$ cat src/rtl/version_info_tx.sv
// rtl/version_info_tx.sv - build identification and uptime frame streamer
//
// Purpose:
//   Streams one framed, checksummed identification packet per request:
//     SYNC_BYTE, LEN, VERSION_WORD (4 B), BUILD_STAMP (7 B),
//     uptime snapshot (UPTIME_BYTES B, MSB first), CHK.
//   LEN = 11 + UPTIME_BYTES, and CHK makes the byte sum LEN..CHK zero mod 256.
//   A free-running prescaler advances a saturating seconds counter.
//
// Ports:
//   clk         in   system clock
//   rst_n       in   synchronous active-low reset
//   req         in   single-cycle frame request (one extra request is queued)
//   tx_data     out  stream byte
//   tx_valid    out  tx_data valid
//   tx_ready    in   sink accepts the byte when tx_valid && tx_ready
//   busy        out  frame in progress or request pending
//   done        out  one-cycle pulse after the checksum byte is accepted
//   uptime_sec  out  live seconds since reset (0 when UPTIME_BYTES = 0)

module version_info_tx #(
  parameter logic [31:0] VERSION_WORD = 32'h0000_0000,
  parameter logic [55:0] BUILD_STAMP  = 56'h0,
  parameter logic [7:0]  SYNC_BYTE    = 8'hA5,
  parameter int unsigned UPTIME_BYTES = 4,
  parameter int unsigned CLK_HZ       = 100_000_000,
  localparam int unsigned UW = (UPTIME_BYTES == 0) ? 1 : 8 * UPTIME_BYTES
) (
  input  logic          clk,
  input  logic          rst_n,
  input  logic          req,
  output logic [7:0]    tx_data,
  output logic          tx_valid,
  input  logic          tx_ready,
  output logic          busy,
  output logic          done,
  output logic [UW-1:0] uptime_sec
);

  // Bytes sent before the checksum: SYNC, LEN, version, stamp, uptime.
  localparam int unsigned NPAY      = 13 + UPTIME_BYTES;
  localparam int unsigned FW        = 8 * NPAY;
  localparam logic [7:0]  LEN_BYTE  = 8'(11 + UPTIME_BYTES);
  localparam logic [4:0]  LAST_IDX  = 5'(NPAY - 1);
  localparam logic [7:0]  SHAMT_TOP = 8'(8 * (NPAY - 1));
  localparam logic [103:0] HDR      = {SYNC_BYTE, LEN_BYTE, VERSION_WORD, BUILD_STAMP};

  typedef enum logic [1:0] {
    S_IDLE,
    S_SEND,
    S_CHK
  } state_t;

  state_t     state_q, state_d;
  logic [4:0] idx_q, idx_d;
  logic [7:0] sum_q, sum_d;
  logic       pending_q, pending_d;
  logic       done_q, done_d;
  logic       start;

  logic [FW-1:0] frame_w;
  logic [7:0]    shamt;
  logic [7:0]    cur_byte;

  // ---------------------------------------------------------------------
  // Uptime counter and frame snapshot
  // ---------------------------------------------------------------------
  if (UPTIME_BYTES > 0) begin : g_up
    localparam int unsigned PW        = (CLK_HZ > 1) ? $clog2(CLK_HZ) : 1;
    localparam logic [PW-1:0] PRESC_MAX = PW'(CLK_HZ - 1);

    logic [PW-1:0] presc_q;
    logic [UW-1:0] up_q;
    logic [UW-1:0] snap_q;

    always_ff @(posedge clk) begin
      if (!rst_n) begin
        presc_q <= '0;
        up_q    <= '0;
        snap_q  <= '0;
      end else begin
        if (presc_q == PRESC_MAX) begin
          presc_q <= '0;
          // Saturate rather than wrap so a long-running board never
          // reports a small uptime.
          if (up_q != '1) begin
            up_q <= up_q + 1'b1;
          end
        end else begin
          presc_q <= presc_q + 1'b1;
        end
        // Snapshot taken in the IDLE cycle that launches a frame, so
        // later ticks never disturb the bytes being sent.
        if (start) begin
          snap_q <= up_q;
        end
      end
    end

    assign uptime_sec = up_q;
    assign frame_w    = {HDR, snap_q};
  end else begin : g_noup
    assign uptime_sec = '0;
    assign frame_w    = HDR;
  end

  // Byte idx of the frame, counted from the MSB end of frame_w.
  always_comb begin
    shamt    = SHAMT_TOP - {idx_q, 3'b000};
    cur_byte = 8'(frame_w >> shamt);
  end

  // ---------------------------------------------------------------------
  // Frame FSM
  // ---------------------------------------------------------------------
  always_ff @(posedge clk) begin
    if (!rst_n) begin
      state_q   <= S_IDLE;
      idx_q     <= '0;
      sum_q     <= '0;
      pending_q <= 1'b0;
      done_q    <= 1'b0;
    end else begin
      state_q   <= state_d;
      idx_q     <= idx_d;
      sum_q     <= sum_d;
      pending_q <= pending_d;
      done_q    <= done_d;
    end
  end

  always_comb begin
    state_d   = state_q;
    idx_d     = idx_q;
    sum_d     = sum_q;
    pending_d = pending_q;
    done_d    = 1'b0;
    start     = 1'b0;
    tx_valid  = 1'b0;
    tx_data   = 8'h00;

    // A request arriving mid-frame is remembered once; extras are dropped.
    if (state_q != S_IDLE && req) begin
      pending_d = 1'b1;
    end

    case (state_q)
      S_IDLE: begin
        if (req || pending_q) begin
          start     = 1'b1;
          pending_d = 1'b0;
          idx_d     = '0;
          sum_d     = '0;
          state_d   = S_SEND;
        end
      end

      S_SEND: begin
        tx_valid = 1'b1;
        tx_data  = cur_byte;
        if (tx_ready) begin
          idx_d = idx_q + 5'd1;
          // SYNC (index 0) is excluded from the checksum.
          if (idx_q != 5'd0) begin
            sum_d = sum_q + cur_byte;
          end
          if (idx_q == LAST_IDX) begin
            state_d = S_CHK;
          end
        end
      end

      S_CHK: begin
        tx_valid = 1'b1;
        tx_data  = 8'h00 - sum_q;
        if (tx_ready) begin
          done_d  = 1'b1;
          state_d = S_IDLE;
        end
      end

      default: begin
        state_d = S_IDLE;
      end
    endcase
  end

  assign busy = (state_q != S_IDLE) || pending_q;
  assign done = done_q;

endmodule

$ cat config.mk
export PLATFORM = sky130hd
export DESIGN_NAME = version_info_tx
export DESIGN_NICKNAME = d
export VERILOG_FILES = /design/src/rtl/version_info_tx.sv
export SDC_FILE = /design/constraint.sdc
export NUM_CORES = 1
export LEC_CHECK = 0
export BUFFER_PORTS_ARGS = -buffer_cell sky130_fd_sc_hd__buf_2
export CAP_MARGIN = 20
export CORE_MARGIN = 5
export CORE_UTILIZATION = 52
export CTS_BUF_LIST = sky130_fd_sc_hd__clkbuf_8 sky130_fd_sc_hd__clkbuf_16
export CTS_CLUSTER_SIZE = 28
export DETAILED_ROUTE_END_ITERATION = 7
export HOLD_SLACK_MARGIN = 0.08
export PLACE_DENSITY = 0.71
export SYNTH_ARGS = -nofsm -noshare
export SYNTH_HDL_FRONTEND = slang
export SYNTH_SLANG_ARGS = --single-unit
$ cat constraint.sdc
create_clock -name clk -period 4.5 [get_ports clk]
set_clock_uncertainty 0.15 [all_clocks]
set_input_delay 0.45 -clock clk [delete_from_list [all_inputs] [get_ports clk]]
set_output_delay 0.45 -clock clk [all_outputs]
set_load 0.05 [all_outputs]
# After elaboration in Yosys (flattened, before gate mapping)
# Cells that the tools add are included.
[classes] n_shift=1 eq_ne=10 addsub=6 muxes=20 bitwise_logic=1 n_reduce_logical=14
[op_table] op=">> shifter 136 x 8 -> 8 bit" count=1
[op_table] op="adder 32 x 1 -> 32 bit (second input constant)" count=1
[op_table] op="inequality test 32 bit (second input constant)" count=1
[op_table] op="case mux 8 bit (2 select lines)" count=2
[op_table] op="adder 27 x 1 -> 27 bit (second input constant)" count=1
[op_table] op="equality test 27 bit (second input constant)" count=1
[op_table] op="2-to-1 mux 8 bit" count=3
[op_table] op="2-to-1 mux 5 bit" count=2
[op_table] op="inequality test 2 bit (second input constant)" count=5
[op_table] op="case mux 5 bit (2 select lines)" count=1
[op_table] op="adder 8 bit" count=1
[op_table] op="2-to-1 mux 2 bit" count=4
[op_table] op="AND reduction 4 bit" count=2
[op_table] op="subtractor 1 x 8 -> 8 bit (first input constant)" count=1
[op_table] op="subtractor 8 bit (first input constant)" count=1
[op_table] op="2-to-1 mux 1 bit" count=7
[op_table] op="case mux 2 bit (3 select lines)" count=1
[op_table] op="adder 5 x 1 -> 5 bit (second input constant)" count=1
[op_table] op="equality test 5 bit (second input constant)" count=1
[op_table] op="nonzero test 5 bit" count=1
[op_table] op="AND reduction 2 bit" count=2
[op_table] op="nonzero test 2 bit" count=2
[op_table] op="OR reduction 2 bit" count=2
[op_table] op="AND reduction 3 bit" count=1
[op_table] op="other kinds (6)" count=7
[totals] wordCells=60 regBits=108

# Depth between registers and ports, before layout
[logic_depth] depth_word=6 mapped_depth=17 mapped_depth_nobuf=16

# Worst setup path after synthesis
# No wires, ideal clock.
[synth_path] path_type="register to register" from="reg idx_q[0]" to="reg sum_q[6]" path_stages_with_launch=18 n_path_buf=1 setup_time_ns=0.122 arrival_time_ns=3.258 path_slack_ns=0.970 t_required_ns=4.228 cell_sequence="dfxtp_1 buf_2 inv_1 ha_1 nor3b_1 ha_1 inv_1 nand2_1 o22ai_1 ha_1 inv_1 fa_1 nor2b_1 o21ai_0 a21boi_0 o21ai_0 nor3b_1 a311o_1"
[synth_between] elab_chain_cells=6
[synth_rtl] element="start, declared" line="55" source="logic [4:0] idx_q, idx_d;"
[synth_rtl] element="start signal, assigned" line="125" source="idx_q <= idx_d;"
[synth_rtl] element="subtractor 8 bit" line="109" source="shamt = SHAMT_TOP - {idx_q, 3'b000};"
[synth_rtl] element=">> shifter 136 x 8 -> 8 bit" line="110" source="cur_byte = 8'(frame_w >> shamt);"
[synth_rtl] element="adder 8 bit" line="165" source="sum_d = sum_q + cur_byte;"
[synth_rtl] element="2-to-1 mux 8 bit" line="164" source="if (idx_q != 5'd0) begin"
[synth_rtl] element="2-to-1 mux 8 bit" line="161" source="if (tx_ready) begin"
[synth_rtl] element="case mux 8 bit (2 select lines)" line="147" source="case (state_q)"
[synth_rtl] element="end signal, assigned" line="126" source="sum_q <= sum_d;"
[synth_rtl] element="end, declared" line="56" source="logic [7:0] sum_q, sum_d;"
# Parallel ways exist; a longest one is shown, timed or not. The select of a mux whose other input is x is not followed.
# A chain may end at the register's enable or synchronous reset.

# Final worst setup path
# Same ends and word-level chain as after synthesis.

==> results.md <==
- Status: finished, final reports clean
- DRC violations left: 0
- Fillers: 970
- Die Wd: 114.6 um
- Final hold vios: 0
- Path type of the worst setup path: reg -> reg
- Max frequency: 0.2589 GHz
- Placement Cell Area: 6018 um^2
- Area leader, netlist: dfxtp_1
- Nets: 715
- Antenna Violating Nets Remaining: 0
- DRT iter0 DRCs: 274
- Routed len/inst: 15.06 um
- Full die area: 13,130 um^2
- Clock Power Share: 0.263
- Post-synthesis adder-cell area fraction: 0.04532
- Setup Buffers After CTS: 0
- Top cells by count, synth: dfxtp_1 (108), nand2_1 (106), nor2_1 (40)
- Global-route wire length before repair: 21.36 mm
- Final Cell Area: 6231 um^2
- Power Total: 2357 uW
- WP data arrival: 3.98 ns
- Share of post-route cells with drive strength above 1: 0.1281
- Diode count: 0
- Combinational fraction of design power: 0.318
- Min cycle time layout: 3.862 ns
- Ranking of synthesized cells by area: dfxtp_1 (38%), nand2_1 (7.0%), a21boi_0 (4.6%), ha_1 (4.2%), xnor2_1 (4.0%)
- Post-synth top area share: 0.3802
- Initial core utilization: 0.5269
- Core ar.: 10,790 um^2
- Worst IR drop on VDD: 369.3 uV
- Synth warnings: 0
- Final period utilization: 0.8582
- Number of global-route vias before repair: 4,414
- Cts repair resizes: 0
- Avg Inst Size Synth: 8.656 um^2
- P_int: 1505 uW
- Worst-path clk slew: 0.10 ns
- Root buffer cell: clkbuf_8
- IO Pins: 47
- Hold Crit Class: in -> reg
- Gr usage total: 0.1987
- Post-synth EDFFs: 0
- Max Cap Violations: 0
- Mapped Area: 5687 um^2
- Net Sw Power: 852.9 uW
- Sw Share: 0.3618
- Area Overhead vs Synth: 9.571%
- DR vias: 4,699
- Synth Register Bits: 108
- Top_reg_cell synth: dfxtp_1
- Cell row count: 38
- Clock Path Buffers: 2
- Required @ worst endpoint: 4.62 ns
- Final Setup Violations: 0
- GPL Wtd Cong: 0.8917
- TritonCTS Buffers: 9
- Synth async-reset ratio: 0
- DIE HEIGHT: 114.6 um
- Clock Sinks: 108
- Post-detail-place hpwl: 9.219 mm
- CTS Hold Buffers Added: 0
- Hold WS: 0.2126 ns
- Post-synthesis sequential area ratio: 0.3802
- PD cells: 378.3 nW/um^2
- Drt pass-1 iters: 5
- Largest family of logic cells by synthesized area: simple AND/OR/NAND/NOR gates
- TNS Setup: 0 ns
- Slew headroom: 0.4663
- H-tree depth: 3
- Synth unique cells: 56
- Initial antenna violation count: 0
- Post-synthesis simple-gate area fraction: 0.2805
- Clk_lat worst skew: 0.38 ns
- RSZ-0062 raised after global routing: false
- Port Buf Inserts: 46
- Post-synthesis compound-gate area fraction: 0.1241
- DRT Wirelength: 12.58 mm
- Slew Limit Fails: 0
- Post-Syn Nets: 681
- Worst setup SP type: register
- Via density: 5.628
- Critical path fanouts, max: 13
- Post-synthesis xor/xnor area fraction: 0.06931
- Global route total overflow: 0
- Synth Instances: 657
- Crit. End Element: register
- Portion of netlist area occupied by mux cells: 0.06337
- Leak: 0.002400 uW
- Measured slew at the worst slew-check pin: 0.7987 ns
- CTS tree: done
- Reg power frac: 0.419
- Count leader, synth: dfxtp_1
- Util after Layout: 0.5773
- Pin count of the biggest net entering global routing: 38
-- sequential cells by signal (all words and copies together), names as in the netlist --
register,cells
done,1
g_up.presc_q,27
g_up.snap_q,32
idx_q,5
pending_q,1
state_q,2
sum_q,8
uptime_sec,32
-- power groups by stage --
stage          Combinational (uW)  Clock (uW)  Sequential (uW)
3_3_place_gp                  722           0             1010
3_5_place_dp                  745           0             1010
2_1_floorplan                 582           0             1010
6_report                      749         621              988
5_1_grt                       817         678              991
4_1_cts                       748         638              988
-- metal layers --
metal  track usage  vias to the layer above  wire length, um
met3       0.04968                       14              479
met2        0.3236                       82             6024
li1              -                     2357                -
met4       0.06097                        0              156
met1        0.2596                     2246             5914
met5             0                        -                0
-- path summary, 6_finish.rpt --
kind                          end  depth (start not counted)  slack (ns)            start
hold / removal               done                          2        0.21         tx_ready
setup / recovery         sum_q[6]                         17        0.64         idx_q[0]
hold reg to reg   g_up.presc_q[0]                          1        0.31  g_up.presc_q[0]
setup reg to reg         sum_q[6]                         17        0.64         idx_q[0]
-- cells in the final DEF, fill, tap and decap left out, types with 14 or more instances in the layout --
cell,n
nand2b_1,21
ha_1,19
and3_1,17
a21boi_0,35
nor2b_1,17
xnor2_1,26
nor2_1,40
xor2_1,19
buf_2,46
and2_1,14
mux2i_1,18
a21oi_1,17
nand4_1,18
inv_1,23
nand2_1,106
nand3_1,27
dfxtp_1,108
-- area by class of cell --
cell class,count,area (um^2),share of cell area
clock buffers,11,151.4,0.02430
clock inverters,4,56.30,0.009036
inverters,23,86.33,0.01386
multi-input cells,496,3319,0.5327
flip-flops and latches,108,2162,0.3470
well taps,140,175.2,0.02811
repair buffers,53,280.3,0.04498
-- logic make-up after synthesis --
group | after synthesis
AO/OA/AOI/OAI | 96
XOR/XNOR | 45
adder cells (fa/ha/maj) | 20
buffers and inverters | 53
flip-flops | 108
multiplexers | 26
AND/OR/NAND/NOR | 309
-- stage by stage --
| stage | std cells | worst slack (ns) |
|---|---|---|
| detailed placement | 819 | 0.7381 |
| global route | 835 | 0.4045 |
| finish | 835 | 0.6379 |
| floorplan | 657 | 0.9698 |
| CTS | 834 | 0.7017 |
| global placement | 819 | 0.9167 |
-- worst max-delay path: stages (launching register included) --
cell	delay [ns]
dfxtp_1	0.32
buf_4	0.19
inv_1	0.10
ha_1	0.18
nor3b_1	0.30
ha_1	0.35
inv_1	0.12
nand2_1	0.11
o22ai_1	0.23
ha_1	0.22
inv_1	0.06
fa_1	0.41
nor2b_1	0.14
o21ai_0	0.10
a21boi_0	0.23
o21ai_0	0.13
nor3b_1	0.15
a311o_1	0.26
(Power assumes the default switching activity.)
